**config.mk**
```make
export PLATFORM = sky130hd
export DESIGN_NAME = spwm_timer
export DESIGN_NICKNAME = d
export VERILOG_FILES = /design/src/rtl/spwm_pkg.sv /design/src/rtl/spwm_compare.sv /design/src/rtl/spwm_timer.sv
export SDC_FILE = /design/constraint.sdc
export NUM_CORES = 1
export LEC_CHECK = 0
export BUFFER_PORTS_ARGS = -buffer_cell sky130_fd_sc_hd__buf_2
export CAP_MARGIN = 20
export CORE_UTILIZATION = 35
export CTS_BUF_LIST = sky130_fd_sc_hd__clkbuf_8 sky130_fd_sc_hd__clkbuf_16
export DETAILED_ROUTE_END_ITERATION = 10
export SYNTH_ARGS = -nofsm -noshare
export SYNTH_HDL_FRONTEND = slang
export SYNTH_SLANG_ARGS = --single-unit
```
**constraint.sdc**
```tcl
create_clock -name clock -period 4.2 [get_ports clock]
set_input_delay 0.84 -clock clock [delete_from_list [all_inputs] [get_ports clock]]
set_output_delay 0.84 -clock clock [all_outputs]
set_load 0.03 [all_outputs]
```
**src/rtl/spwm_pkg.sv**
```systemverilog
// Shared constants for the SPWM timer: mode encodings and default parameters.
package spwm_pkg;

  // Counting modes
  localparam logic MODE_EDGE   = 1'b0;  // up-count 0..top, wrap to 0
  localparam logic MODE_CENTER = 1'b1;  // up to top, down to 0, repeat

  // Default sizing
  localparam int unsigned WIDTH_DEF    = 14;
  localparam int unsigned CHANNELS_DEF = 3;
  localparam int unsigned CNT_MAX_DEF  = 9999;

endpackage

```
**src/rtl/spwm_compare.sv**
```systemverilog
// One PWM channel: registers (cnt < duty) each enabled cycle.
// Ports:
//   clock, reset  - clock, async active-low reset
//   clr           - synchronous clear of the output
//   en            - update enable; output holds when low
//   cnt, duty     - current count and shadow compare value
//   pwm           - registered PWM output
module spwm_compare #(
  parameter int unsigned WIDTH = 14
) (
  input  logic             clock,
  input  logic             reset,
  input  logic             clr,
  input  logic             en,
  input  logic [WIDTH-1:0] cnt,
  input  logic [WIDTH-1:0] duty,
  output logic             pwm
);

  logic pwm_d;

  // Next output value; duty==0 never compares true, duty>top always does
  always_comb begin
    pwm_d = pwm;
    if (clr) begin
      pwm_d = 1'b0;
    end else if (en) begin
      pwm_d = (cnt < duty);
    end
  end

  // Output register
  always_ff @(posedge clock or negedge reset) begin
    if (!reset) begin
      pwm <= 1'b0;
    end else begin
      pwm <= pwm_d;
    end
  end

endmodule

```
**src/rtl/spwm_timer.sv**
```systemverilog
// Shadow-buffered PWM timer with edge- and center-aligned counting.
// Ports:
//   clock, reset  - clock, async active-low reset
//   rst_syn       - synchronous clear, force-loads shadows from inputs
//   e             - count enable
//   mode          - 0 edge-aligned, 1 center-aligned
//   period, duty  - requested top and per-channel compare values
//   load          - request shadow update at the next period boundary
//   load_ack      - one-cycle pulse after a shadow update
//   cnt, dir      - current count and direction (1 = down)
//   carry         - combinational period-boundary event
//   pwm_out       - registered PWM outputs
module spwm_timer
  import spwm_pkg::*;
#(
  parameter int unsigned WIDTH    = WIDTH_DEF,
  parameter int unsigned CHANNELS = CHANNELS_DEF,
  parameter int unsigned CNT_MAX  = CNT_MAX_DEF
) (
  input  logic                      clock,
  input  logic                      reset,
  input  logic                      rst_syn,
  input  logic                      e,
  input  logic                      mode,
  input  logic [WIDTH-1:0]          period,
  input  logic [CHANNELS*WIDTH-1:0] duty,
  input  logic                      load,
  output logic                      load_ack,
  output logic [WIDTH-1:0]          cnt,
  output logic                      dir,
  output logic                      carry,
  output logic [CHANNELS-1:0]       pwm_out
);

  localparam int unsigned DW = CHANNELS * WIDTH;

  // Shadow registers
  logic             mode_sh;
  logic [WIDTH-1:0] top_sh;
  logic [DW-1:0]    duty_sh;
  logic             pending;

  // Next-state values
  logic             mode_d;
  logic [WIDTH-1:0] top_d;
  logic [DW-1:0]    duty_d;
  logic             pending_d;
  logic [WIDTH-1:0] cnt_d;
  logic             dir_d;
  logic             load_ack_d;

  logic at_top;
  logic at_bottom;
  logic turn;
  logic upd;

  // Period boundary detection; a zero top makes every enabled cycle a boundary
  always_comb begin
    at_top    = (cnt == top_sh);
    at_bottom = (cnt == '0);
    if (top_sh == '0) begin
      turn = 1'b1;
    end else if (mode_sh == MODE_EDGE) begin
      turn = at_top;
    end else begin
      turn = at_bottom && dir;
    end
    carry = reset && !rst_syn && e && turn;
    upd   = carry && (pending || load);
  end

  // Next-state logic; in a boundary cycle the wrap uses the freshly loaded shadows
  always_comb begin
    mode_d     = mode_sh;
    top_d      = top_sh;
    duty_d     = duty_sh;
    pending_d  = pending || load;
    cnt_d      = cnt;
    dir_d      = dir;
    load_ack_d = 1'b0;

    if (rst_syn) begin
      mode_d    = mode;
      top_d     = period;
      duty_d    = duty;
      pending_d = 1'b0;
      cnt_d     = '0;
      dir_d     = 1'b0;
    end else begin
      if (upd) begin
        mode_d     = mode;
        top_d      = period;
        duty_d     = duty;
        pending_d  = 1'b0;
        load_ack_d = 1'b1;
      end

      if (carry) begin
        // Center mode restarts upward from 1 unless the new top is 0
        dir_d = 1'b0;
        if ((mode_d == MODE_CENTER) && (top_d != '0)) begin
          cnt_d = WIDTH'(1);
        end else begin
          cnt_d = '0;
        end
      end else if (e) begin
        if (mode_sh == MODE_EDGE) begin
          cnt_d = cnt + WIDTH'(1);
        end else if (!dir) begin
          if (at_top) begin
            dir_d = 1'b1;
            cnt_d = cnt - WIDTH'(1);
          end else begin
            cnt_d = cnt + WIDTH'(1);
          end
        end else begin
          cnt_d = cnt - WIDTH'(1);
        end
      end
    end
  end

  // State and shadow registers
  always_ff @(posedge clock or negedge reset) begin
    if (!reset) begin
      mode_sh  <= MODE_EDGE;
      top_sh   <= WIDTH'(CNT_MAX);
      duty_sh  <= '0;
      pending  <= 1'b0;
      cnt      <= '0;
      dir      <= 1'b0;
      load_ack <= 1'b0;
    end else begin
      mode_sh  <= mode_d;
      top_sh   <= top_d;
      duty_sh  <= duty_d;
      pending  <= pending_d;
      cnt      <= cnt_d;
      dir      <= dir_d;
      load_ack <= load_ack_d;
    end
  end

  // Per-channel compare outputs
  for (genvar g = 0; g < int'(CHANNELS); g++) begin : g_ch
    spwm_compare #(
      .WIDTH(WIDTH)
    ) u_cmp (
      .clock(clock),
      .reset(reset),
      .clr  (rst_syn),
      .en   (e),
      .cnt  (cnt),
      .duty (duty_sh[g*WIDTH +: WIDTH]),
      .pwm  (pwm_out[g])
    );
  end

endmodule

```
# [Word level (Yosys, flattened, before mapping)]
# Index checks and enable logic that the tools add are counted.
[op_classes] magnitude_cmp=3 n_eq_ne=1 reduce_logical=16 n_addsub=2 n_mux=33
[ops] op="14-bit 2-to-1 mux" count=9
[ops] op="42-bit 2-to-1 mux" count=2
[ops] op="14-bit < comparator" count=3
[ops] op="14-bit zero test" count=2
[ops] op="1-bit 2-to-1 mux" count=22
[ops] op="14-bit by 1-bit adder with 14-bit output, second input constant" count=1
[ops] op="14-bit == test" count=1
[ops] op="14-bit nonzero test" count=1
[ops] op="14-bit by 1-bit subtractor with 14-bit output, second input constant" count=1
[ops] op="1-bit logical AND" count=6
[ops] op="3-bit nonzero test" count=2
[ops] op="2-bit nonzero test" count=2
[ops] op="2-bit AND reduction" count=1
[ops] op="1-bit zero test" count=1
[ops] op="1-bit logical OR" count=1
[word_totals] inputBits=62 out_inout_bits=20 regBits=77 word_cells=65

# [Logic depth before layout (Yosys ltp)]
# Gate-level depths: netlist (run 1).
[logic_depth] word_depth=13 depth_mapped=10 ltp_nobuf=8

# [Modules after synthesis]
# A second synthesis (run 1) with hierarchy kept.
[hier_totals] cells_unflattened=448 hier_area_um2=4785.8
[modules_own_cells] mod="spwm_timer" area_each_um2=3667.3 instances=1 seq_area_each_um2=1861.8 cells_each=307
[modules_own_cells] mod="spwm_compare" area_each_um2=372.9 instances=3 seq_area_each_um2=25.0 cells_each=47

# [Worst setup path before layout (run 1)]
# No wires, ideal clock.
[synth_path] path_kind="register to output" start="register cnt[9]" end="output carry" arrival_ns=1.921 path_buffers=1 setup_slack_ns=1.439 required_time_ns=3.360 path_stages_with_launch=8 cell_sequence="dfrtp_1 > clkbuf_1 > xor2_1 > nor4_2 > nand4_1 > o221ai_2 > nand2_2 > inv_1"
[synth_between] elab_chain_cells=5 elab_cells_between_ends=6 classes_between="1 x eq/ne; 2 x mux; 3 x reduce/logical"
[synth_lines] item="start, declared" line_no="spwm_timer.sv:29" source="output logic [WIDTH-1:0] cnt,"
[synth_lines] item="start signal, assigned" line_no="spwm_timer.sv:138" source="cnt <= cnt_d;"
[synth_lines] item="14-bit zero test" line_no="spwm_timer.sv:60" source="at_bottom = (cnt == '0);"
[synth_lines] item="1-bit logical AND" line_no="spwm_timer.sv:66" source="turn = at_bottom && dir;"
[synth_lines] item="1-bit 2-to-1 mux (*)" line_no="spwm_timer.sv:63" source="end else if (mode_sh == MODE_EDGE) begin"
[synth_lines] item="1-bit 2-to-1 mux (*)" line_no="spwm_timer.sv:61" source="if (top_sh == '0) begin"
[synth_lines] item="1-bit logical AND (*)" line_no="spwm_timer.sv:68" source="carry = reset && !rst_syn && e && turn;"
[synth_lines] item="end, declared" line_no="spwm_timer.sv:31" source="output logic carry,"
# Mark *: on every way between the ends. The rest lies on a longest branch, timed or not.

# [Final worst setup path (run 1)]
[layout_path] start="register cnt[11]" end="output carry"
# The elaborated chain is that of the path after synthesis.

==> results.py, run 1 <==
metrics = {
    "setup_path": {
        "critPathCaptureType": "output pin",
        "crit_required_ns": 3.36,
        "worst-path-buf-inv": 2,
        "cp_max_fo": 10,
        "critPathKind": "reg -> out",
        "crit_slowest_cell": "dfrtp_1",
        "crit_chain": "xor2_1, nor4_2, nand4_1, o221ai_2, nand2_2, inv_1, buf_2",
        "crit_family": "simple AND/OR/NAND/NOR gates",
        "max_stage_delay_ns": 0.55,
        "critPathLaunchType": "flip-flop",
        "cp.arrival_ns": 2.43,
    },
    "layout": {
        "final_nets": 607,
        "mostFrequentLayoutCells": "buf_2 (80), dfrtp_1 (69), inv_1 (45), ha_1 (42), nor2_1 (32)",
        "stdcell_count": 683,
        "fin_util_pct": 41.91,
        "syn2layout_area_growth_pct": 17.20,
        "layout_commonest_cell": "buf_2",
        "fillers": 1307,
        "drive_gt1_share_pct": 33.53,
        "diodes": 0,
    },
    "synth": {
        "ys_seq_area_share_pct": 40.90,
        "syn-num-nets": 530,
        "yosys-mux-area-fraction_pct": 17.20,
        "synth_top_family_by_area": "multiplexers",
        "synth-xor-area-share_pct": 4.808,
        "synth-edff-count": 0,
        "async_flop_share_pct": 100.0,
        "synth-main-ff-cell": "dfrtp_1",
        "synthesis.area_um2": 4736,
        "ys_ff_latch": 77,
        "synthCells": 426,
        "yosys.area_share.simple_pct": 10.81,
        "syn_area_per_cell_um2": 11.12,
        "synthAdderAreaFrac_pct": 11.10,
        "synth_cell_types": 48,
        "synth_compound_area_share_pct": 9.036,
        "ys_warn_count": 0,
    },
    "timing": {
        "rsz0062_at_grt": "no",
        "max_slew.worst_pin.slew_ns": 0.9556,
        "timing.setup.tns_ns": 0,
        "finalClockSkew_ns": 0.007202,
        "finalCritPeriodShare_pct": 77.88,
        "slew_violations": 0,
        "slew_headroom_pct": 36.30,
        "period_needed_ns": 3.271,
        "clock.fmax_ghz": 0.3057,
        "hold_viol": 0,
        "setup_viol": 0,
    },
    "run_status": {
        "status": "completed",
    },
    "placement": {
        "place_inst": 667,
        "hpwl_um": 7926,
        "portBuffers": 81,
        "routabilityCongestion": 0.8590,
    },
    "power_and_ir_drop": {
        "internal-power_mw": 1.356,
        "peakVddDrop_mv": 0.1892,
        "p_clk_share_pct": 38.8,
        "power_density_nw_per_um2": 329.8,
        "netSwitchingFraction_pct": 25.91,
        "netSwitchingPower_uw": 474.4,
        "p_leak_nw": 2.943,
        "power_frac_comb_pct": 14.5,
        "p_seq_share_pct": 46.7,
    },
    "floorplanning": {
        "die_h_um": 118.3,
        "initial_core_util_pct": 35.76,
        "die-area_um2": 14000,
        "die_x_um": 118.3,
        "io_pins": 82,
        "row_count": 42,
        "design.core.area_um2": 13240,
    },
    "clocking": {
        "cts.hold.buffers_added": 0,
        "clkSlewWorstSetupHoldPaths_ns": 0.06,
        "clock_latency_ns": 0.34,
        "clk_path_buf_depth": 2,
        "cts_max_level": 3,
        "cts_buffers": 9,
        "clock-sinks": 77,
        "root_buffer": "clkbuf_16",
        "cts_tree": "yes",
        "ctsResizeCount": 0,
        "cts_setup_buffers": 0,
    },
    "global_routing": {
        "grt_pass1_wl_um": 18330,
        "grt_overflow": 0,
        "grt_pass1_vias": 3568,
        "grt_max_degree": 58,
        "grtUsageTotal_pct": 16.96,
        "antenna_found_initial": 0,
    },
    "route": {
        "drcViolationCount": 0,
        "vias_per_cell": 4.968,
        "wirelength_um": 10830,
        "ant_nets": 0,
        "drtIter0Drc": 166,
        "post_drt_wl_per_cell_um": 15.86,
        "vias": 3393,
        "drt-pass1-iter-count": 4,
    },
    "worst_hold_path": {
        "min_path_type": "reg -> reg",
    },
    "run": {
        "cap_viol_max_count": 0,
    },
}
## final cells by class
class	instances	area (um^2)	share of cell area [%]
clock inverter	5	28.78	0.5185
clock buffer	10	239.0	4.306
inverter	45	168.9	3.043
tap	176	220.2	3.968
multi-input combinational	286	2514	45.29
sequential	77	1937	34.90
timing repair buffer	84	442.9	7.980
## state kept, by name, indices dropped and copies added, names as in the netlist
register and cells:
pending 1, load_ack 1, dir 1, mode_sh 1, duty_sh 42, cnt 14
top_sh 14, g_ch.u_cmp.pwm 3
## final timing paths
check	depth (start not counted)	slack [ns]	start	end
min in group asynchronous	2	0.58	reset	duty_sh[5]
max	7	0.93	cnt[11]	carry
min	1	0.50	duty_sh[2]	duty_sh[2]
max reg2reg	8	1.28	cnt[11]	duty_sh[28]
min reg2reg	1	0.50	duty_sh[2]	duty_sh[2]
max in group asynchronous	3	2.67	reset	top_sh[9]
## cell usage after synthesis (all sizes together) (8+ instances only)
library cell	n	area (um^2)
a21o	10	75.07
a21oi	12	60.06
buf	14	107.6
dfrtp	69	1727
dfstp	8	210.2
ha	42	525.5
inv	44	165.2
mux2	57	754.5
nand2	9	36.29
nand3	8	40.04
nand4	9	56.30
nor2	32	120.1
nor4	14	106.4
o21ai	9	45.04
xor2	21	183.9
## logic make-up after synthesis
group                    after synthesis
multiplexers                          63
XOR/XNOR                              26
adder cells (fa/ha/maj)               42
buffers and inverters                 63
AND/OR/NAND/NOR                       94
flip-flops                            77
AO/OA/AOI/OAI                         61
## layer usage
layer  global-route usage (%)  up-vias  wire length, um
met5                        0        -                0
met4                    6.010        0              172
met3                    5.550       14              634
met2                    27.39       95             5090
met1                    21.13     1622             4936
li1                         -     1662                -
## metrics by stage
step / worst slack [ns] / hold WS, ns / power, mW / cell area, um^2
after floorplan: 1.439 / 0.4737 / 1.040 / 4736
after global placement: 1.238 / 0.4879 / 1.126 / 5263
after detailed placement: 1.108 / 0.4934 / 1.135 / 5263
after CTS: 0.9028 / 0.5074 / 1.863 / 5530
after global routing: 0.7701 / 0.5208 / 1.930 / 5550
final: 0.9290 / 0.5016 / 1.831 / 5550
## power groups by stage
stage	logic, mW	clock network (mW)	registers [mW]
floorplan	0.188	0	0.853
finish	0.265	0.711	0.855
CTS	0.269	0.738	0.855
global route	0.299	0.769	0.863
detailed placement	0.268	0	0.867
global placement	0.260	0	0.866
Power figures use the tool's default switching activity.
==> run 2, diff against run 1 <==
==> constraint.sdc (replaced) <==
create_clock -name clock -period 3.3 [get_ports clock]
set_input_delay 0.66 -clock clock [delete_from_list [all_inputs] [get_ports clock]]
set_output_delay 0.66 -clock clock [all_outputs]
set_load 0.03 [all_outputs]
==> results.py, run 2 (synthesized netlist as in run 1, its figures left out) <==
metrics = {
    "run_status": {
        "status": "completed",
    },
    "setup_path": {
        "cp_max_fo": 10,
        "crit_required_ns": 2.64,
        "critPathCaptureType": "output pin",
        "cp.arrival_ns": 2.46,
        "critPathLaunchType": "flip-flop",
        "critPathKind": "reg -> out",
    },
    "layout": {
        "diodes": 0,
        "top_regs": "duty_sh (42), cnt (14), top_sh (14)",
        "stdcell_count": 692,
        "top_register": "duty_sh",
        "mostFrequentLayoutCells": "buf_2 (80), dfrtp_1 (69), inv_1 (44), ha_1 (42), nor2_1 (32)",
        "syn2layout_area_growth_pct": 19.13,
        "final_cell_area_um2": 5642,
        "layout_commonest_cell": "buf_2",
        "drive_gt1_share_pct": 34.88,
        "final_nets": 615,
        "largest_register_ffs": 42,
    },
    "route": {
        "ant_nets": 0,
        "post_drt_wl_per_cell_um": 15.90,
        "drt-pass1-iter-count": 4,
        "drcViolationCount": 0,
        "vias_per_cell": 4.947,
        "drtIter0Drc": 147,
        "wirelength_um": 11000,
        "vias": 3423,
    },
    "floorplanning": {
        "die-area_um2": 14000,
        "die_h_um": 118.3,
        "die_x_um": 118.3,
        "row_count": 42,
        "io_pins": 82,
        "initial_core_util_pct": 35.76,
        "design.core.area_um2": 13240,
    },
    "timing": {
        "max_slew.worst_pin.slew_ns": 1.111,
        "finalCritPeriodShare_pct": 94.52,
        "timing.setup.tns_ns": 0,
        "finalClockSkew_ns": 0.008949,
        "clock.fmax_ghz": 0.3206,
        "rsz0062_at_grt": "no",
        "period_needed_ns": 3.119,
        "worst_hold_slack_ns": 0.5050,
        "setup_ws_ns": 0.1810,
        "setup_viol": 0,
        "slew_headroom_pct": 25.92,
        "hold_viol": 0,
        "slew_violations": 0,
    },
    "placement": {
        "portBuffers": 81,
        "hpwl_um": 8202,
        "dpl_cell_area_um2": 5330,
        "routabilityCongestion": 0.8475,
        "place_worst_setup_slack_ns": 0.3683,
        "place_inst": 676,
    },
    "power_and_ir_drop": {
        "p_leak_nw": 3.006,
        "peakVddDrop_mv": 0.2152,
        "power_density_nw_per_um2": 435.7,
    },
    "clocking": {
        "ctsResizeCount": 0,
        "cts_max_level": 3,
        "clock-sinks": 77,
        "clock_latency_ns": 0.35,
        "cts_buffers": 9,
        "root_buffer": "clkbuf_16",
        "cts_setup_buffers": 0,
        "clkSlewWorstSetupHoldPaths_ns": 0.06,
        "cts_tree": "yes",
        "cts.hold.buffers_added": 0,
        "clk_path_buf_depth": 2,
    },
    "global_routing": {
        "grt_pass1_wl_um": 18340,
        "grt_overflow": 0,
        "antenna_found_initial": 0,
        "grtUsageTotal_pct": 16.99,
        "grt_max_degree": 78,
        "grt_pass1_vias": 3555,
    },
    "run": {
        "cap_viol_max_count": 0,
    },
    "worst_hold_path": {
        "min_path_type": "reg -> reg",
    },
}
==> run 2: metrics by stage <==
stage / util [%] / power (mW)
2_1_floorplan: - / 1.324
3_3_place_gp: 40.25 / 1.437
3_5_place_dp: 40.25 / 1.448
4_1_cts: 42.60 / 2.484
5_1_grt: 42.60 / 2.573
6_report: 42.60 / 2.458
==> run 2: layer usage <==
metal | part of all wire, % | global-route usage, % | vias to the layer above
met5 | 0 | 0 | -
met4 | 2.1 | 7.933 | 0
met3 | 4.1 | 3.620 | 14
met2 | 46 | 26.91 | 72
met1 | 47 | 22.10 | 1664
li1 | - | - | 1673
==> run 2: worst max-delay path: stages, from the launching register on <==
cell and delay [ns]:
dfrtp_1 0.55, xor2_1 0.24, nor4_2 0.39, nand4_1 0.20, o221ai_2 0.26, nand2_2 0.16
inv_1 0.11, buf_2 0.20
==> run 2: power by group <==
group	internal, mW	total [mW]	switching, mW	leakage [nW]
combinational	0.181	0.339	0.159	1.92
clock	0.643	1.03	0.389	0.158
sequential	1.03	1.09	0.0586	0.930
==> run 2: cell type report <==
| cell class | count | area (um^2) |
|---|---|---|
| Clock inverter | 4 | 45.04 |
| Clock buffer | 12 | 266.5 |
| Tap cell | 176 | 220.2 |
| Sequential cell | 77 | 1937 |
| Inverter | 45 | 168.9 |
| Multi-Input combinational cell | 286 | 2514 |
| Timing Repair Buffer | 92 | 490.5 |
| Fill cell | 1298 | 7601 |
==> run 2: final timing paths <==
path	startpoint	end	cells after the start	slack, ns
hold reg to reg	duty_sh[4]	duty_sh[4]	1	0.51
setup reg to reg	cnt[8]	duty_sh[30]	7	0.38
min in group asynchronous	reset	duty_sh[0]	2	0.58
hold / removal	duty_sh[4]	duty_sh[4]	1	0.51
setup / recovery	cnt[8]	carry	7	0.18
max in group asynchronous	reset	duty_sh[25]	2	2.07
